==> src/rtl/tluh_periph_reg_adapter.sv <==
`default_nettype none
// ============================================================================
// Module   : tluh_periph_reg_adapter
// Purpose  : TL-UL device-side responder for one peripheral port of the
//            periph crossbar. Accepts a single A-channel request, checks it
//            against the device window and TL-UL legality rules, issues a
//            one-cycle register read or write strobe, and returns an
//            AccessAck / AccessAckData beat on the D channel. Only one
//            transaction is outstanding at a time.
//
// Ports    : clk_i, rst_i        clock, synchronous active-high reset
//            a_*                 TL-UL A channel (request in)
//            d_*                 TL-UL D channel (response out)
//            reg_we_o/reg_re_o   single-cycle write/read strobes
//            reg_addr_o          register offset (a_address & ADDR_MASK)
//            reg_wdata_o/be_o    write data and byte enables
//            reg_rdata_i/error_i device read data and error, sampled once
//            reg_ready_i         device ready (TLUH_REG_ADAPTER_WAIT_EN only)
//
// Options  : define TLUH_REG_ADAPTER_WAIT_EN to add reg_ready_i and a WAIT
//            state that stretches the access until the device is ready.
//
// Revision : 1.0 - initial release
// ============================================================================
module tluh_periph_reg_adapter #(
    parameter logic [31:0] ADDR_BASE = 32'h4000_2000,
    parameter logic [31:0] ADDR_MASK = 32'h0000_00FF,
    parameter int          AW        = 8,
    parameter int          SIW       = 8
) (
    input  logic           clk_i,
    input  logic           rst_i,

    input  logic           a_valid_i,
    output logic           a_ready_o,
    input  logic [2:0]     a_opcode_i,
    input  logic [1:0]     a_size_i,
    input  logic [SIW-1:0] a_source_i,
    input  logic [31:0]    a_address_i,
    input  logic [3:0]     a_mask_i,
    input  logic [31:0]    a_data_i,

    output logic           d_valid_o,
    input  logic           d_ready_i,
    output logic [2:0]     d_opcode_o,
    output logic [1:0]     d_size_o,
    output logic [SIW-1:0] d_source_o,
    output logic [31:0]    d_data_o,
    output logic           d_error_o,

    output logic           reg_we_o,
    output logic           reg_re_o,
    output logic [AW-1:0]  reg_addr_o,
    output logic [31:0]    reg_wdata_o,
    output logic [3:0]     reg_be_o,
    input  logic [31:0]    reg_rdata_i,
`ifdef TLUH_REG_ADAPTER_WAIT_EN
    input  logic           reg_ready_i,
`endif
    input  logic           reg_error_i
);

    localparam logic [2:0] c_OP_PUT_FULL    = 3'd0;
    localparam logic [2:0] c_OP_PUT_PARTIAL = 3'd1;
    localparam logic [2:0] c_OP_GET         = 3'd4;

    typedef enum logic [1:0] {
        S_IDLE   = 2'd0,
        S_ACCESS = 2'd1,
        S_WAIT   = 2'd2,
        S_RSP    = 2'd3
    } state_t;

    state_t         r_state;
    state_t         w_state_nxt;

    // Captured request; held unchanged from IDLE exit until the D beat retires.
    logic [2:0]     r_opcode;
    logic [1:0]     r_size;
    logic [SIW-1:0] r_source;
    logic [31:0]    r_addr;
    logic [3:0]     r_mask;
    logic [31:0]    r_wdata;

    // Device response, sampled once per transaction.
    logic [31:0]    r_rdata;
    logic           r_rerr;

    logic           w_is_get;
    logic           w_is_put;
    logic           w_op_bad;
    logic           w_size_bad;
    logic           w_win_bad;
    logic           w_misalign;
    logic [3:0]     w_full_lanes;
    logic           w_mask_bad;
    logic           w_err;
    logic           w_sample;

    // ------------------------------------------------------------------
    // Decode of the captured request. Because the request registers are
    // stable until the response retires, the error flag is valid in
    // ACCESS, WAIT and RSP without needing its own register.
    // ------------------------------------------------------------------
    always_comb begin
        w_is_get   = (r_opcode == c_OP_GET);
        w_is_put   = (r_opcode == c_OP_PUT_FULL) || (r_opcode == c_OP_PUT_PARTIAL);
        w_op_bad   = !(w_is_get || w_is_put);
        w_size_bad = (r_size == 2'd3);
        w_win_bad  = ((r_addr & ~ADDR_MASK) != ADDR_BASE);

        w_misalign   = 1'b0;
        w_full_lanes = 4'hF;
        case (r_size)
            2'd0: begin
                w_misalign   = 1'b0;
                w_full_lanes = 4'b0001 << r_addr[1:0];
            end
            2'd1: begin
                w_misalign   = r_addr[0];
                w_full_lanes = 4'b0011 << {r_addr[1], 1'b0};
            end
            default: begin
                w_misalign   = |r_addr[1:0];
                w_full_lanes = 4'hF;
            end
        endcase

        // Only PutFullData must cover every lane of its size; partial writes
        // and reads may use any mask.
        w_mask_bad = (r_opcode == c_OP_PUT_FULL) && (r_mask != w_full_lanes);
        w_err      = w_op_bad | w_size_bad | w_win_bad | w_misalign | w_mask_bad;
    end

    // ------------------------------------------------------------------
    // Next-state and outputs
    // ------------------------------------------------------------------
    always_comb begin
        w_state_nxt = r_state;
        w_sample    = 1'b0;

        case (r_state)
            S_IDLE: begin
                if (a_valid_i) begin
                    w_state_nxt = S_ACCESS;
                end
            end
            S_ACCESS: begin
`ifdef TLUH_REG_ADAPTER_WAIT_EN
                // A rejected request never touches the device, so it skips WAIT.
                w_state_nxt = w_err ? S_RSP : S_WAIT;
`else
                w_sample    = 1'b1;
                w_state_nxt = S_RSP;
`endif
            end
            S_WAIT: begin
`ifdef TLUH_REG_ADAPTER_WAIT_EN
                if (reg_ready_i) begin
                    w_sample    = 1'b1;
                    w_state_nxt = S_RSP;
                end
`else
                w_state_nxt = S_IDLE;
`endif
            end
            S_RSP: begin
                if (d_ready_i) begin
                    w_state_nxt = S_IDLE;
                end
            end
            default: begin
                w_state_nxt = S_IDLE;
            end
        endcase

        a_ready_o = (r_state == S_IDLE);

        reg_we_o    = (r_state == S_ACCESS) && !w_err && w_is_put;
        reg_re_o    = (r_state == S_ACCESS) && !w_err && w_is_get;
        reg_addr_o  = AW'(r_addr & ADDR_MASK);
        reg_wdata_o = r_wdata;
        reg_be_o    = r_mask;

        // D fields are forced to zero outside RSP so idle outputs stay quiet.
        d_valid_o  = 1'b0;
        d_opcode_o = 3'd0;
        d_size_o   = 2'd0;
        d_source_o = '0;
        d_data_o   = 32'd0;
        d_error_o  = 1'b0;
        if (r_state == S_RSP) begin
            d_valid_o  = 1'b1;
            // Anything that is not a Put is answered as a Get, including
            // illegal opcodes.
            d_opcode_o = w_is_put ? 3'd0 : 3'd1;
            d_size_o   = r_size;
            d_source_o = r_source;
            d_error_o  = w_err | r_rerr;
            d_data_o   = (w_is_get && !w_err && !r_rerr) ? r_rdata : 32'd0;
        end
    end

    // ------------------------------------------------------------------
    // State and data registers
    // ------------------------------------------------------------------
    always_ff @(posedge clk_i) begin
        if (rst_i) begin
            r_state  <= S_IDLE;
            r_opcode <= 3'd0;
            r_size   <= 2'd0;
            r_source <= '0;
            r_addr   <= 32'd0;
            r_mask   <= 4'd0;
            r_wdata  <= 32'd0;
            r_rdata  <= 32'd0;
            r_rerr   <= 1'b0;
        end else begin
            r_state <= w_state_nxt;

            if ((r_state == S_IDLE) && a_valid_i) begin
                r_opcode <= a_opcode_i;
                r_size   <= a_size_i;
                r_source <= a_source_i;
                r_addr   <= a_address_i;
                r_mask   <= a_mask_i;
                r_wdata  <= a_data_i;
            end

`ifdef TLUH_REG_ADAPTER_WAIT_EN
            // Clear stale device status so an error path that bypasses WAIT
            // never reports the previous transaction's data.
            if (r_state == S_ACCESS) begin
                r_rdata <= 32'd0;
                r_rerr  <= 1'b0;
            end
`endif
            if (w_sample) begin
                r_rdata <= reg_rdata_i;
                r_rerr  <= reg_error_i;
            end
        end
    end

endmodule
`default_nettype wire

==> config.mk <==
export PLATFORM = sky130hd
export DESIGN_NAME = tluh_periph_reg_adapter
export DESIGN_NICKNAME = d
export VERILOG_FILES = /design/src/rtl/tluh_periph_reg_adapter.sv
export SDC_FILE = /design/constraint.sdc
export NUM_CORES = 1
export LEC_CHECK = 0
export CORE_AREA = 2 2 141 143
export DETAILED_ROUTE_END_ITERATION = 8
export DIE_AREA = 0 0 143 145
export SKIP_LAST_GASP = 1
export SYNTH_ARGS = -nofsm -noshare
export SYNTH_HDL_FRONTEND = slang
export SYNTH_SLANG_ARGS = --single-unit
==> constraint.sdc <==
create_clock -name clk_i -period 3.9 [get_ports clk_i]
set_input_delay 0.39 -clock clk_i [delete_from_list [all_inputs] [get_ports clk_i]]
set_output_delay 0.39 -clock clk_i [all_outputs]
set_load 0.02 [all_outputs]
# After elaboration in Yosys (flattened, before gate mapping)
# Index checks and enable logic that the tools add are counted.
# Widths: inputs -> output; s select.
# totals
reg_bits,116
out_inout_bits,94
elab_cells,58
# op_classes
eq_ne,11
n_shift,2
n_mux,14
n_bitwise,5
reduce_logical,17
# op_table
op,n
$mux 32,2
$ne 24x23->1 const B,1
$mux 8,1
$pmux 2 s4,1
$pmux 4 s2,1
$logic_and 1x1->1,7
$eq 2x2->1 const B,3
$mux 2,3
$mux 1,5
$or 1x1->1,5
$eq 2x1->1 const B,2
$logic_not 2->1,2
$ne 2x2->1 const B,2
$ne 4x4->1,1
$shl 1x2->4 const A,1
$shl 2x2->4 const A,1
$eq 3x1->1 const B,1
$eq 3x3->1 const B,1
$logic_not 1->1,3
$logic_not 3->1,1
$logic_or 1x1->1,2
$pmux 1 s2,1
$reduce_and 2->1,1
$reduce_or 2->1,1

# Longest topological paths before layout
# Gate-level depths: netlist (run 1).
# logic_depth
word_depth,13
mapped_depth,7
ltp_nobuf,5

# Worst setup path after synthesis (run 1)
# OpenSTA, ideal clock, no wires.
# synth_timing
kind,register to output
start,reg r_mask[2] (netlist: reg_be_o[2])
end,out d_error_o
arrival_ps,1561
slack_ps,1949
path_stages_with_launch,6
n_path_buf,0
path_cell_list,dfxtp_1 -> nor3_1 -> a22o_1 -> a22oi_1 -> o21ai_0 -> o31ai_1
# synth_between
elab_chain_len,5
# synth_rtl
element,line,source
start: declaration,82,logic [3:0] r_mask;
start signal: assignment,226,r_mask <= a_mask_i;
$ne 4x4->1,131,w_mask_bad = (r_opcode == c_OP_PUT_FULL) && (r_mask != w_full_lanes);
$logic_and 1x1->1,131,
$or 1x1->1,132,w_err = w_op_bad | w_size_bad | w_win_bad | w_misalign | w_mask_bad;
$or 1x1->1,199,d_error_o = w_err | r_rerr;
$mux 1,192,if (r_state == S_RSP) begin
end: declaration,49,"output logic d_error_o,"
# No other way between the ends.

# Final worst setup path (run 1)
# layout_timing
start,reg r_addr[17]
end,out d_data_o[10]
# layout_between
elab_chain_len,9
# layout_rtl
element,line,source
start: declaration,81,logic [31:0] r_addr;
start signal: assignment,225,r_addr <= a_address_i;
$ne 24x23->1,110,w_win_bad = ((r_addr & ~ADDR_MASK) != ADDR_BASE);
$or 1x1->1 (3 in a row),132,
$logic_not 1->1,200,d_data_o = (w_is_get && !w_err && !r_rerr) ? r_rdata : 32'd0;
$logic_and 1x1->1 (2 in a row),200,
$mux 32,200,
$mux 32,192,
end: declaration,48,"output logic [31:0] d_data_o,"
# No other way between the ends.

==> results by group, run 1 <==
Power and ir drop
  – Total power: 3.43 mW
  – PwrDens: 456 mW/mm2
  – LEAKAGE: 2.85 nW
  – Max VDD drop: 296 uV

Placement
  – Port Buffers: 209
  – Inst Count DP: 1030
  – GPL Wtd Cong: 0.723
  – Final HPWL DP: 10200 um
  – Placed Area: 0.00692 mm2
  – Setup WS pre-CTS: 0.967 ns

Route
  – Residual DRC: 0
  – DRT iter0 DRCs: 183
  – Final wirelength: 15100 um
  – Avg WL per Cell: 14.2 um
  – Antenna-violating nets left: 0
  – Vias: 4678
  – Drt pass-1 iters: 4
  – Detailed-route vias per instance: 4.40

Global route
  – Initial antenna violation count: 0
  – GR Util met3: 6.77%
  – GR Layer Usage met2: 22.1%
  – Vias in the first global route: 4251
  – GR peak layer: met2
  – First-pass GRT wire length: 23500 um
  – Largest net degree at the start of global routing: 97
  – M1 GR Usage: 18.6%
  – Gr ovfl total: 0
  – GRT Resource Usage Total: 14.6%

Yosys
  – Asr flop ratio synth: 0%
  – Sequential fraction of the synthesis area: 49.2%
  – Synth Instances: 608
  – Post-synth EDFFs: 0
  – Synth cell types: 32
  – Top cell type by total area after synthesis: dfxtp_1
  – YS warnings: 0
  – Top cell type's share of synthesized area: 49.2%
  – Syn avg cell area: 7.76 um2
  – Yosys reg bits: 116
  – Synth area leaders: dfxtp_1, nand2_1, a21oi_1
  – Mapped Area: 0.00472 mm2
  – Synth Flop Type: dfxtp_1

Floorplanning
  – Die X: 143 um
  – Rows: 51
  – Starting Density: 24.6%
  – Placeable Area: 0.0192 mm2
  – Die area: 0.0207 mm2
  – I/O Pins: 212
  – Die height: 145 um

Worst setup path
  – Critical Path RT: 3.51 ns
  – Worst EP arrival: 2.88 ns
  – Critical path type: flip-flop to output pin
  – Crit path max fanout: 33
  – R2r setup slk: 1.80 ns
  – FF-to-FF End: r_addr[14]
  – CP startpoint kind: flip-flop
  – R2R cell count: 5
  – Critical Path End Type: output pin
  – RR Startpoint: r_state[1]

Min path
  – Hold Crit Depth: 2
  – Hold Path Sink: r_source[7]
  – Worst Min Path Start: r_source[7]
  – Hold crit path type: flip-flop to flip-flop

Timing
  – Fmax: 306 MHz
  – Setup Skew: 0.0212 ns
  – Relative slew slack: 28.9%
  – Slew Viols, Final: 0
  – Final Hold Viols: 0
  – RSZ-0062 raised after global routing: no
  – WHS: 0.449 ns
  – Final setup violation count: 0
  – TNS Setup: 0 ns
  – Final min period: 3.27 ns
  – Worst slew pin tran: 1.07 ns
  – PnR worst setup slack: 0.631 ns
  – Final period utilization: 83.8%

CTS
  – H-tree levels: 4
  – CTS Hold Bufs: 0
  – Cts repair resizes: 0
  – Post-CTS setup buffer count: 0
  – Clk buf depth: 2
  – CTS tree: built
  – TritonCTS Sinks: 116
  – Worst-Skew Late Latency: 0.42 ns
  – Num CTS Buffers: 17
  – Worst-path clk slew: 0.05 ns
  – CTS root buffer: clkbuf_16

Cells and area
  – Multi-input gate area: 0.00212 mm2
  – Post-Layout Cell Count: 1062
  – Area grow syn2layout: 59.6%
  – Layout cells sized above 1: 5.40%
  – Final nets: 902
  – Finished Core Util: 39.2%
  – Register area: 0.00232 mm2
  – Antenna Cells: 0
  – Final instance area: 0.00753 mm2
  – Layout fillers: 2004

Run status
  – Status: finished, final reports clean

Flow run
  – Max cap viols: 0
[registers in the layout (all words and copies together), names as in the netlist]
name / flops
r_state: 2
r_addr: 32
reg_be_o: 4
r_source: 8
r_rerr: 1
r_rdata: 32
reg_wdata_o: 32
r_opcode: 3
r_size: 2
[layout by cell type, fill, tap and decap left out, types with 2 or more instances in the layout]
master / Yosys / layout
nand2_1: 232 / 232
inv_1: 2 / 2
a211oi_1: 2 / 2
buf_4: 11 / 7
conb_1: 1 / 2
dfxtp_1: 116 / 116
clkbuf_8: 0 / 4
bufinv_16: 0 / 3
clkbuf_16: 0 / 17
nor4_1: 4 / 4
a22oi_1: 2 / 2
a21oi_1: 114 / 114
clkinvlp_4: 0 / 2
nand4_1: 2 / 2
clkinv_2: 0 / 4
o21ai_0: 2 / 2
and4b_1: 32 / 32
clkbuf_1: 43 / 2
clkdlybuf4s50_1: 0 / 208
and3_1: 11 / 11
nand2b_1: 4 / 3
nor2_1: 11 / 9
mux2i_1: 2 / 2
[layout make-up]
type	count	area share, %
Multi-Input combinational cell	432	28.2
Sequential cell	116	30.8
Tap cell	265	4.40
Timing Repair Buffer	215	28.3
Clock buffer	23	6.48
Inverter	2	0.0997
Clock inverter	9	1.66
[cell usage after synthesis (2+ instances only)]
| cell type | count |
|---|---|
| buf_4 | 11 |
| nor4_1 | 4 |
| buf_6 | 3 |
| nor2_1 | 11 |
| o21ai_0 | 2 |
| nand4_1 | 2 |
| mux2i_1 | 2 |
| dfxtp_1 | 116 |
| clkbuf_1 | 43 |
| and4b_1 | 32 |
| nand2_1 | 232 |
| nand2b_1 | 4 |
| a211oi_1 | 2 |
| and3_1 | 11 |
| a22oi_1 | 2 |
| inv_1 | 2 |
| a21oi_1 | 114 |
[worst max-delay path: stages, from the launching register on]
cell and delay (ns):
dfxtp_1 0.31, nor4_1 0.43, nand4_1 0.22, nor3_2 0.21, and3b_4 0.43, and4b_1 0.24
clkdlybuf4s50_1 0.61
[power by group]
| group | leakage (nW) | internal, mW | switching [mW] |
|---|---|---|---|
| Clock | 0.299 | 1.07 | 0.548 |
| Sequential | 0.950 | 1.27 | 0.0608 |
| Combinational | 1.60 | 0.240 | 0.247 |
| Total | 2.85 | 2.58 | 0.856 |
[kinds of logic (layout without fill, tap and decap cells)]
kind of cell,Yosys count,count (layout),synth area share (%)
AND/OR/NAND/NOR,302,302,30.1
AO/OA/AOI/OAI,126,126,14.0
multiplexers,2,2,0.424
other,1,2,0.0795
flip-flops,116,116,49.2
buffers and inverters,61,249,6.23
[worst max-delay path by stage]
stage / start / endpoint / slack (ns)
2_1_floorplan: reg_be_o[2] / d_error_o / 1.95
3_3_place_gp: r_addr[17] / d_data_o[8] / 1.02
3_5_place_dp: r_addr[17] / d_data_o[15] / 0.97
4_1_cts: r_addr[17] / d_data_o[15] / 0.51
5_1_grt: r_state[0] / d_error_o / 0.36
6_report: r_addr[17] / d_data_o[10] / 0.63
[metal layers]
metal  up-vias  part of all wire, %
li1       2376                    -
met1      2128                   46
met2       163                   44
met3        11                  8.8
met4         0                 0.74
met5         -                    0
No activity file was read; power rests on OpenSTA's default activity.
==> run 2, diff against run 1 <==
==> constraint.sdc (replaced) <==
create_clock -name clk_i -period 3.1 [get_ports clk_i]
set_input_delay 0.31 -clock clk_i [delete_from_list [all_inputs] [get_ports clk_i]]
set_output_delay 0.31 -clock clk_i [all_outputs]
set_load 0.02 [all_outputs]
==> results by group, run 2 (synthesis results as in run 1) <==
Timing
  – Worst slew pin tran: 0.829 ns
  – Final setup violation count: 0
  – Slew Viols, Final: 0
  – Relative slew slack: 44.7%
  – Setup Skew: 0.00469 ns
  – Fmax: 332 MHz
  – TNS Setup: 0 ns
  – Final min period: 3.01 ns
  – Final Hold Viols: 0
  – Final period utilization: 97.2%
  – RSZ-0062 raised after global routing: yes

Placement
  – Port Buffers: 209
  – Final HPWL DP: 10500 um
  – GPL Wtd Cong: 0.718

Min path
  – Hold crit path type: input pin to flip-flop
  – Worst Min Path Start: a_data_i[21]

CTS
  – Num CTS Buffers: 17
  – Worst-Skew Late Latency: 0.41 ns
  – TritonCTS Sinks: 116
  – Worst-path clk slew: 0.06 ns
  – CTS Hold Bufs: 0
  – H-tree levels: 4
  – CTS tree: built
  – CTS root buffer: clkbuf_16
  – Clk buf depth: 2

Worst setup path
  – Critical Path RT: 2.79 ns
  – RR Startpoint: r_state[1]
  – CP Launch Point: r_addr[23]
  – Worst EP arrival: 2.70 ns
  – Critical path type: flip-flop to output pin
  – Crit path max fanout: 5
  – CP startpoint kind: flip-flop
  – Critical Path End Type: output pin

Floorplanning
  – Die height: 145 um
  – Rows: 51
  – Die X: 143 um
  – Placeable Area: 0.0192 mm2
  – Starting Density: 24.6%
  – I/O Pins: 212
  – Die area: 0.0207 mm2

Cells and area
  – Commonest non-fill, non-tap cell in the layout: nand2_1
  – Layout fillers: 1950
  – Register area: 0.00232 mm2
  – Commonest non-fill, non-tap cells in the layout: nand2_1, clkdlybuf4s50_1, dfxtp_1
  – Multi-input gate area: 0.00218 mm2
  – Layout cells sized above 1: 7.50%
  – Final nets: 918
  – Area grow syn2layout: 63.0%
  – Antenna Cells: 0

Power and ir drop
  – LEAKAGE: 3.43 nW
  – PwrDens: 524 mW/mm2
  – Reg power frac: 41.4%
  – Comb pwr share: 16.0%
  – Total power: 4.03 mW
  – Switching Share: 26.9%
  – Clock power share: 42.5%
  – Int Power: 2.95 mW
  – Max VDD drop: 349 uV
  – NetSw: 1.08 mW

Global route
  – Largest net degree at the start of global routing: 75
  – Initial antenna violation count: 2
  – First-pass GRT wire length: 24200 um
  – Vias in the first global route: 4478
  – Gr ovfl total: 0
  – GRT Resource Usage Total: 15.0%

Route
  – DRT iter0 DRCs: 157
  – Drt pass-1 iters: 4
  – Detailed-route vias per instance: 4.35
  – Avg WL per Cell: 14.6 um
  – Final wirelength: 15700 um
  – Residual DRC: 0
  – Antenna-violating nets left: 0
  – Vias: 4690

Run status
  – Status: finished, final reports clean

Flow run
  – Max cap viols: 0
[run 2: final timing paths]
kind / end / slack, ns / depth (start not counted)
setup / recovery: d_data_o[14] / 0.09 / 7
hold / removal: reg_wdata_o[21] / 0.44 / 3
setup reg to reg: reg_wdata_o[16] / 1.27 / 6
hold reg to reg: r_rdata[29] / 0.44 / 2
[run 2: worst max-delay path, stage by stage (launching register included)]
cell	delay (ns)
dfxtp_1	0.32
nor4_2	0.31
nand4_1	0.11
buf_4	0.18
nor3_4	0.27
and3b_4	0.30
and4b_1	0.21
clkdlybuf4s50_1	0.60
[run 2: power by group through the flow]
stage	clock (mW)	sequential (mW)	combinational (mW)
5_1_grt	1.85	1.68	0.714
6_report	1.71	1.67	0.646
3_5_place_dp	0	1.70	0.650
3_3_place_gp	0	1.69	0.647
2_1_floorplan	0	1.71	0.296
4_1_cts	1.78	1.67	0.657
[run 2: layout make-up]
type                            count  area share (%)
Clock inverter                     11           0.813
Clock buffer                       21            5.86
Multi-Input combinational cell    435            28.3
Inverter                            2          0.0976
Timing Repair Buffer              228            30.4
Sequential cell                   116            30.2
Tap cell                          265            4.31
[run 2: timing repair]
| item | in CTS | in global routing |
|---|---|---|
| resized for setup | 6 | 29 |
| buffers inserted | 2 | 5 |
| gates cloned | 2 | 1 |
| setup endpoints to repair | 33 | 33 |
| pin swaps | 4 | 0 |
| hold endpoints to repair | 0 | 0 |
[run 2: per-layer routing]
layer | routed length [um] | vias to the layer above | share of wire (%) | track usage (%)
li1 | - | 2402 | - | -
met1 | 6800 | 2108 | 43 | 18.1
met2 | 7260 | 164 | 46 | 24.2
met3 | 1500 | 12 | 9.5 | 6.96
met4 | 129 | 4 | 0.82 | 3.86
met5 | 26 | - | 0.17 | 0
[run 2: metrics by stage]
step / hold WS, ns / instances / worst slack (ns) / utilization [%] / cell area, um2
after floorplan: 0.421 / 609 / 1.23 / - / 4720
after global placement: 0.438 / 1036 / 0.393 / 36.4 / 6990
after detailed placement: 0.445 / 1036 / 0.345 / 36.4 / 6990
after CTS: 0.423 / 1072 / 0.00694 / 39.4 / 7570
after global routing: 0.434 / 1078 / -0.0865 / 40.0 / 7690
final: 0.445 / 1078 / 0.0878 / 40.0 / 7690
==> run 3, diff against run 2 <==
--- a/config.mk
+++ b/config.mk
@@ -5,9 +5,11 @@
 export SDC_FILE = /design/constraint.sdc
 export NUM_CORES = 1
 export LEC_CHECK = 0
-export CORE_AREA = 2 2 141 143
+export ABC_AREA = 0
+export CORE_AREA = 2 2 109 111
 export DETAILED_ROUTE_END_ITERATION = 8
-export DIE_AREA = 0 0 143 145
+export DIE_AREA = 0 0 111 113
+export PLACE_DENSITY = 0.8
 export SKIP_LAST_GASP = 1
 export SYNTH_ARGS = -nofsm -noshare
 export SYNTH_HDL_FRONTEND = slang
==> results by group, run 3 (synthesis results as in run 1) <==
Worst setup path
  – Crit path max fanout: 17
  – CP Launch Point: r_addr[10]
  – CP endpoint: d_data_o[18]
  – Worst-path cell chain: nor4b_2 -> nand4_1 -> nor3_4 -> and3b_4 -> and4b_1 -> clkdlybuf4s50_1
  – Critical Path RT: 2.79 ns
  – Critical Path End Type: output pin
  – RR Startpoint: r_state[1]
  – Worst stage delay on the critical path: 0.62 ns
  – CP startpoint kind: flip-flop
  – R2r setup slk: 1.19 ns
  – Worst EP arrival: 2.80 ns
  – Worst path bufs/invs: 1
  – Critical path type: flip-flop to output pin
  – R2R cell count: 5
  – FF-to-FF End: reg_wdata_o[21]
  – Worst path depth: 6
  – CP top delay family: simple AND/OR/NAND/NOR gates
  – Crit-path slowest cell: clkdlybuf4s50_1

Floorplanning
  – Starting Density: 41.9%
  – Die X: 111 um
  – Rows: 39
  – Die area: 0.0125 mm2
  – Placeable Area: 0.0113 mm2
  – I/O Pins: 212
  – Die height: 113 um

Route
  – Detailed-route vias per instance: 5.11
  – Final wirelength: 14300 um
  – Vias: 4846
  – Antenna-violating nets left: 0
  – Avg WL per Cell: 15.1 um
  – DRT iter0 DRCs: 345
  – Drt pass-1 iters: 4
  – Residual DRC: 0

Cells and area
  – Register area: 0.00232 mm2
  – Post-Layout Cell Count: 949
  – Layout fillers: 939
  – Layout cells sized above 1: 6.82%
  – Area grow syn2layout: 58.8%
  – Final instance area: 0.00749 mm2
  – Final nets: 911
  – Commonest non-fill, non-tap cells in the layout: nand2_1, clkdlybuf4s50_1, dfxtp_1
  – Multi-input gate area: 0.00215 mm2
  – Commonest non-fill, non-tap cell in the layout: nand2_1
  – Finished Core Util: 66.5%
  – Antenna Cells: 0

CTS
  – CTS Hold Bufs: 0
  – TritonCTS Sinks: 116
  – Clk buf depth: 2
  – CTS root buffer: clkbuf_16
  – H-tree levels: 4
  – Worst-path clk slew: 0.06 ns
  – Num CTS Buffers: 17
  – CTS tree: built
  – Worst-Skew Late Latency: 0.41 ns

Global route
  – First-pass GRT wire length: 22600 um
  – Gr ovfl total: 0
  – GRT Resource Usage Total: 22.4%
  – Initial antenna violation count: 0
  – Largest net degree at the start of global routing: 58
  – Vias in the first global route: 4726

Timing
  – Fmax: 321 MHz
  – Worst slew pin tran: 0.619 ns
  – TNS Setup: -0.0119 ns
  – PnR worst setup slack: -0.0119 ns
  – Final min period: 3.11 ns
  – Final Hold Viols: 0
  – Final setup violation count: 1
  – Slew Viols, Final: 0
  – Setup Skew: 0.00813 ns
  – Final period utilization: 100%
  – WHS: 0.426 ns
  – Relative slew slack: 58.8%
  – RSZ-0062 raised after global routing: yes

Power and ir drop
  – Clock power share: 47.2%
  – LEAKAGE: 2.99 nW
  – PwrDens: 580 mW/mm2
  – Total power: 4.34 mW
  – NetSw: 1.07 mW
  – Comb pwr share: 14.5%
  – Switching Share: 24.7%
  – Reg power frac: 38.4%
  – Int Power: 3.27 mW
  – Max VDD drop: 376 uV

Run status
  – Status: finished with violations
  – Failing checks: setup timing

Placement
  – Port Buffers: 209
  – Inst Count DP: 912
  – Final HPWL DP: 9940 um
  – Setup WS pre-CTS: 0.407 ns
  – GPL Wtd Cong: 0.795
  – Placed Area: 0.00679 mm2

Min path
  – Hold crit path type: input pin to flip-flop
  – Worst Min Path Start: rst_i

Flow run
  – Max cap viols: 0
-- run 3: changes by cell type in the layout (fill, tap and decap cells not counted), sizes merged --
cell	before	now
clkinv	8	5
bufinv	0	4
dlymetal6s2s	28	6
buf	20	14
and3b	4	3
clkbuf	21	19
inv	2	1
clkdlybuf4s50	180	202
clkinvlp	3	5
-- run 3: repair_timing --
action / in CTS / in global routing
gates cloned: 0 / 2
pin swaps: 0 / 0
endpoints found under the setup margin: 15 / 33
gates resized for setup: 1 / 10
buffers inserted: 0 / 3
-- run 3: area by class of cell --
type / instances / area share (%)
Timing Repair Buffer: 222 / 29.4
Tap cell: 143 / 2.39
Sequential cell: 116 / 31.0
Inverter: 2 / 0.150
Clock buffer: 19 / 5.91
Clock inverter: 13 / 2.44
Multi-Input combinational cell: 434 / 28.7
-- run 3: how the worst min path moves through the flow --
stage                   to  slack, ns  depth (start not counted)
5_1_grt          r_size[1]       0.44                          3
4_1_cts         r_rdata[6]       0.42                          2
3_3_place_gp   r_source[3]       0.44                          2
3_5_place_dp   r_source[6]       0.45                          2
6_report       r_rdata[14]       0.43                          2
2_1_floorplan   r_state[1]       0.42                          1
-- run 3: metal layers --
metal | GRT usage, % | vias up | routed length (um)
met3 | 7.98 | 24 | 1210
met1 | 25.0 | 2250 | 5900
met2 | 39.3 | 177 | 6980
li1 | - | 2395 | -
met5 | 0 | - | 0
met4 | 8.42 | 0 | 263
-- run 3: power by group through the flow --
stage	combinational (mW)	clock, mW	sequential, mW
after floorplan	0.296	0	1.71
final	0.629	2.05	1.67
after detailed placement	0.625	0	1.69
after global routing	0.691	2.15	1.68
after global placement	0.613	0	1.69
after CTS	0.630	2.08	1.66
==> patch 1: new RTL, settings of run 3 <==
`AW`: 8 -> 9.
--- a/src/rtl/tluh_periph_reg_adapter.sv
+++ b/src/rtl/tluh_periph_reg_adapter.sv
@@ -25,7 +25,7 @@
 module tluh_periph_reg_adapter #(
     parameter logic [31:0] ADDR_BASE = 32'h4000_2000,
     parameter logic [31:0] ADDR_MASK = 32'h0000_00FF,
-    parameter int          AW        = 8,
+    parameter int          AW        = 9,
     parameter int          SIW       = 8
 ) (
     input  logic           clk_i,
Ports: changed (resized reg_addr_o); port bits go from 212 to 213. The function was not compared with the original's and may differ.
==> patch 1 against run 3 <==
Total power rose by 5.2%. Sequential cell count unchanged. Critical path depth unchanged. Sequential power about the same. Synthesized area is 0.16% higher. Routed wire length increased by 4.3%. Critical endpoint is now d_data_o[19]. Worst hold slack better by 0.017 ns. Highest routed layer unchanged. Register-to-register slack got worse by 0.22 ns. Final area up 2.1%. Die area stayed put. Worst setup slack gained 0.035 ns.
==> patch 1: results (changes against run 3) <==
Logic synthesis
  – Commonest cells post-synth: 232 x nand2_1, 116 x dfxtp_1, 114 x a21oi_1, 43 x clkbuf_1, 32 x and4b_1
  – Unique masters post-synth: 32 (unchanged)
  – Ys async rst share: 0 (unchanged)
  – Post-synthesis sequential area ratio: 0.491 (-0.000782)
  – Top_reg_cell synth: dfxtp_1
  – Top post-synthesis cells by area: dfxtp_1 49%, nand2_1 18%, a21oi_1 12%

Setup path
  – Reg2Reg Depth: 5 (unchanged)
  – CP Max Fanout: 6 (-11)
  – R2R setup slack: 0.97 ns (-0.22 ns)
  – CP Launch Point: r_addr[20]
  – Critical Path Sink: d_data_o[19]
  – Crit Reg-Reg Endpoint: r_addr[21]
  – R2R Path Start: r_state[1]

Detailed routing
  – Drt wl/cell: 15.7 µm (+3.8%)
  – Vias/cell: 5.18 (+1.3%)
  – Pre-Repair DR Iteration Count: 5 (+1)
  – Iteration-0 DRC Markers: 355 (+2.9%)

Power and ir drop
  – Worst vdd ir: 0.357 mV (-5.0%)
  – P_leak: 0.00342 µW (+14%)

Global routing
  – Vias in the first global route: 4880 (+3.3%)
  – Total GRT Usage: 0.230 (+0.00652)
  – Antenna violations before repair: 0 (unchanged)
  – Global-route wire length before repair: 23400 µm (+3.7%)
  – Largest net degree at the start of global routing: 66 (+14%)

STA
  – Setup Skew: 0.00681 ns (-0.00132 ns)
  – Slew headroom: 0.557 (-0.0301)

Finish
  – Nets: 916 (+0.55%)
  – Fillcell total: 916 (-2.4%)
  – Ant diodes: 0 (unchanged)
  – Fraction of layout cells with a size suffix above 1: 0.0703 (+0.00205)

Clock tree
  – # H-tree levels: 4 (unchanged)
  – Clock Latency Late Sink: 0.40 ns
  – Max Buffers Root-to-Sink: 2 (unchanged)
  – Clock transition at path regs: roughly 0.05 ns

Worst hold path
  – Worst Hold Class: in -> reg

Placed design
  – GPL Wtd Cong: 0.786 (-1.2%)
  – Final HPWL DP: 10100 µm (+1.7%)
  – Port Buffers: 209 (unchanged)

Outcome
  – Status: completed
-- patch 1: layer usage --
layer	vias to the layer above	part of all wire	wire [µm]	track usage
met5	-	0	0	0
met4	0	0.016	244	0.0875
met3	18	0.092	1380	0.0819
met2	219	0.50	7470	0.406
met1	2301	0.39	5870	0.256
li1	2399	-	-	-
-- patch 1: cell type report --
class | instances | share of cell area
flip-flops and latches | 116 | 0.304
repair buffers | 224 | 0.297
multi-input cells | 437 | 0.284
clock buffers | 24 | 0.0656
clock inverters | 8 | 0.0252
well taps | 143 | 0.0234
inverters | 2 | 0.000981
-- patch 1: cells by family (layout without fill, tap and decap cells) --
kind of cell	Yosys count	count (layout)	share of synthesized area
muxes	2	2	0.00424
and+or+nand+nor	302	306	0.300
buffers and inverters	62	258	0.0638
other	1	3	0.000794
DFF	116	116	0.491
AOI/OAI and AO/OA	126	126	0.140
-- patch 1: timing repair --
action / 4_1_cts / 5_1_grt
cloned: 3 / 1
buffers inserted: 0 / 6
resized for setup: 6 / 25
endpoints found under the setup margin: 6 / 32
hold buffers: 0 / 0
pin swaps: 1 / 1
-- patch 1: worst min-delay path by stage --
stage | startpoint | end | slack (ns) | cells past startpoint
global placement | r_rdata[21] | r_rdata[21] | 0.44 | 2
finish | rst_i | r_rdata[3] | 0.44 | 2
floorplan | d_ready_i | r_state[1] | 0.42 | 1
detailed placement | r_rdata[27] | r_rdata[27] | 0.45 | 2
CTS | rst_i | r_rdata[1] | 0.43 | 2
global route | a_data_i[28] | reg_wdata_o[28] | 0.45 | 3
-- patch 1: critical path, stage by stage, from the launching register on --
cell and delay, ns:
dfxtp_1 0.31, nor4_1 0.28, nand4_1 0.29, nor3_4 0.31, and3b_2 0.31, and4b_1 0.25, clkdlybuf4s50_1 0.61
-- patch 1: report_power, final --
part	switching [µW]	internal [µW]
logic	318	308
clock network	649	1610
registers	76.3	1600
-- patch 1: per-stage QoR --
stage | hold slack, ns | setup slack [ns] | cell area (µm²) | cells
after floorplan | 0.421 | 1.23 | 4730 | 611
after global placement | 0.438 | 0.512 | 6800 | 912
after detailed placement | 0.446 | 0.410 | 6800 | 912
after CTS | 0.426 | 0.00621 | 7540 | 947
after global routing | 0.451 | -0.0977 | 7650 | 954
final | 0.443 | 0.0228 | 7650 | 954
==> patch 2: new RTL, settings of run 3 <==
Without the edit above. Put a register stage on the output `d_error_o`, without a reset. The value now appears one clock later. The other outputs are not delayed to match.
--- a/src/rtl/tluh_periph_reg_adapter.sv
+++ b/src/rtl/tluh_periph_reg_adapter.sv
@@ -71,6 +71,8 @@
         S_RSP    = 2'd3
     } state_t;
 
+    logic d_error_d;
+
     state_t         r_state;
     state_t         w_state_nxt;
 
@@ -188,7 +190,7 @@
         d_size_o   = 2'd0;
         d_source_o = '0;
         d_data_o   = 32'd0;
-        d_error_o  = 1'b0;
+        d_error_d  = 1'b0;
         if (r_state == S_RSP) begin
             d_valid_o  = 1'b1;
             // Anything that is not a Put is answered as a Get, including
@@ -196,7 +198,7 @@
             d_opcode_o = w_is_put ? 3'd0 : 3'd1;
             d_size_o   = r_size;
             d_source_o = r_source;
-            d_error_o  = w_err | r_rerr;
+            d_error_d  = w_err | r_rerr;
             d_data_o   = (w_is_get && !w_err && !r_rerr) ? r_rdata : 32'd0;
         end
     end
@@ -242,6 +244,10 @@
         end
     end
 
+    always_ff @(posedge clk_i) begin
+        d_error_o <= d_error_d;
+    end
+
 endmodule
 `default_nettype wire
 
Formal check against the unedited RTL: not equivalent (a bounded check fails within 4 cycles, from zero or initial values and one cycle with rst_i high).
==> patch 2 against run 3 <==
Routed wire length rose by 3.8%. Final area up 1.7%. Sequential cell count is 1 higher. Synthesized area up 0.42%. Count of clock-buffer cells in the layout increased by 2. Clock skew up 0.00064 ns. Worst setup slack improved by 0.098 ns. Total power shrank 1.7%.
==> patch 2: results (changes against run 3) <==
Outcome
  – Status: completed

Power and ir drop
  – P_leak: 0.00351 µW (+17%)
  – Sw frac: 0.245 (-0.00196)
  – Worst vdd ir: 0.402 mV (+7.0%)

Logic synthesis
  – Post-synthesis sequential area ratio: 0.494 (+0.00215)
  – Top post-synthesis cells by area: dfxtp_1 49%, nand2_1 18%, a21oi_1 12%
  – Syn avg cell area: 7.78 µm² (+0.26%)

Detailed routing
  – Iteration-0 DRC Markers: 312 (-9.6%)
  – Final WL: 14900 µm (+3.8%)
  – Vias/cell: 5.14 (+0.74%)

Finish
  – Fraction of layout cells with a size suffix above 1: 0.0737 (+0.00547)
  – Nets: 920 (+0.99%)
  – Final std cells w/o fill: 957 (+0.84%)

Placed design
  – GPL Wtd Cong: 0.833 (+4.8%)
  – Final HPWL DP: 10000 µm (+0.79%)

Setup path
  – CP Max Fanout: 7 (-10)
  – Crit path arrival time: 2.70 ns (-0.10 ns)
  – Reg2Reg Depth: 6 (+1)

Global routing
  – Total GRT Usage: 0.232 (+0.00800)
  – Global-route wire length before repair: 23600 µm (+4.6%)
  – Met1 Track Usage GR: 0.267 (+0.0165)
  – Routing usage on met3: 0.0884 (+0.00857)
  – Vias in the first global route: 4898 (+3.6%)
  – GR Util met2: 0.404 (+0.0110)

STA
  – Setup Skew: 0.00877 ns (+0.000643 ns)
  – Worst slew pin tran: 0.977 ns (+0.358 ns)
-- patch 2: cell types whose count changed after synthesis --
cell | run 3 | this run
dfxtp_1 | 116 | 117
-- patch 2: cells by family after synthesis --
kind of cell / Yosys count / synth area share
AND/OR/NAND/NOR: 302 / 0.299
AO/OA/AOI/OAI: 126 / 0.139
flip-flops: 117 / 0.494
buffers and inverters: 61 / 0.0621
multiplexers: 2 / 0.00423
other: 1 / 0.000791
-- patch 2: timing repair --
| item | 4_1_cts | 5_1_grt |
|---|---|---|
| resized for setup | 3 | 32 |
| setup endpoints to repair | 32 | 33 |
| cloned | 1 | 2 |
| endpoints found under the hold margin | 0 | 0 |
| setup buffers | 0 | 11 |
| pin swaps | 1 | 2 |
-- patch 2: final timing paths --
kind / startpoint / endpoint
worst max-delay path: r_addr[17] / d_data_o[24]
worst min-delay path: r_rdata[9] / r_rdata[9]
worst max register to register: r_state[1] / reg_wdata_o[29]
worst min register to register: r_rdata[9] / r_rdata[9]
-- patch 2: worst max-delay path, stage by stage, from the launching register on --
cell and delay (ns):
dfxtp_1 0.32, nor4_2 0.33, nand4_1 0.23, nor3_4 0.32, and3b_2 0.31, and4b_1 0.20, clkdlybuf4s50_1 0.60
-- patch 2: cell type report --
class | instances | area (µm²)
Inverter | 2 | 7.51
Clock buffer | 21 | 460
Timing Repair Buffer | 229 | 2340
Clock inverter | 10 | 130
Sequential cell | 117 | 2340
Tap cell | 143 | 179
Multi-Input combinational cell | 435 | 2160
Fill cell | 909 | 3650
-- patch 2: per-layer routing --
layer	vias up	part of all wire
met2	203	0.50
met3	20	0.083
met4	0	0.015
li1	2410	-
met5	-	0
met1	2290	0.41
-- patch 2: per-stage QoR --
step | instance area (µm²) | worst slack (ns) | total power [µW]
floorplan | 4740 | 1.23 | 2020
global placement | 6830 | 0.472 | 2320
detailed placement | 6830 | 0.365 | 2340
CTS | 7440 | -0.00963 | 4300
global route | 7620 | -0.0512 | 4450
finish | 7620 | 0.0865 | 4270
-- patch 2: power groups by stage --
stage / registers [µW] / logic, µW / clock network, µW
6_report: 1690 / 633 / 1950
5_1_grt: 1700 / 694 / 2060
4_1_cts: 1680 / 635 / 1980
3_5_place_dp: 1710 / 630 / 0
3_3_place_gp: 1700 / 617 / 0
2_1_floorplan: 1730 / 294 / 0
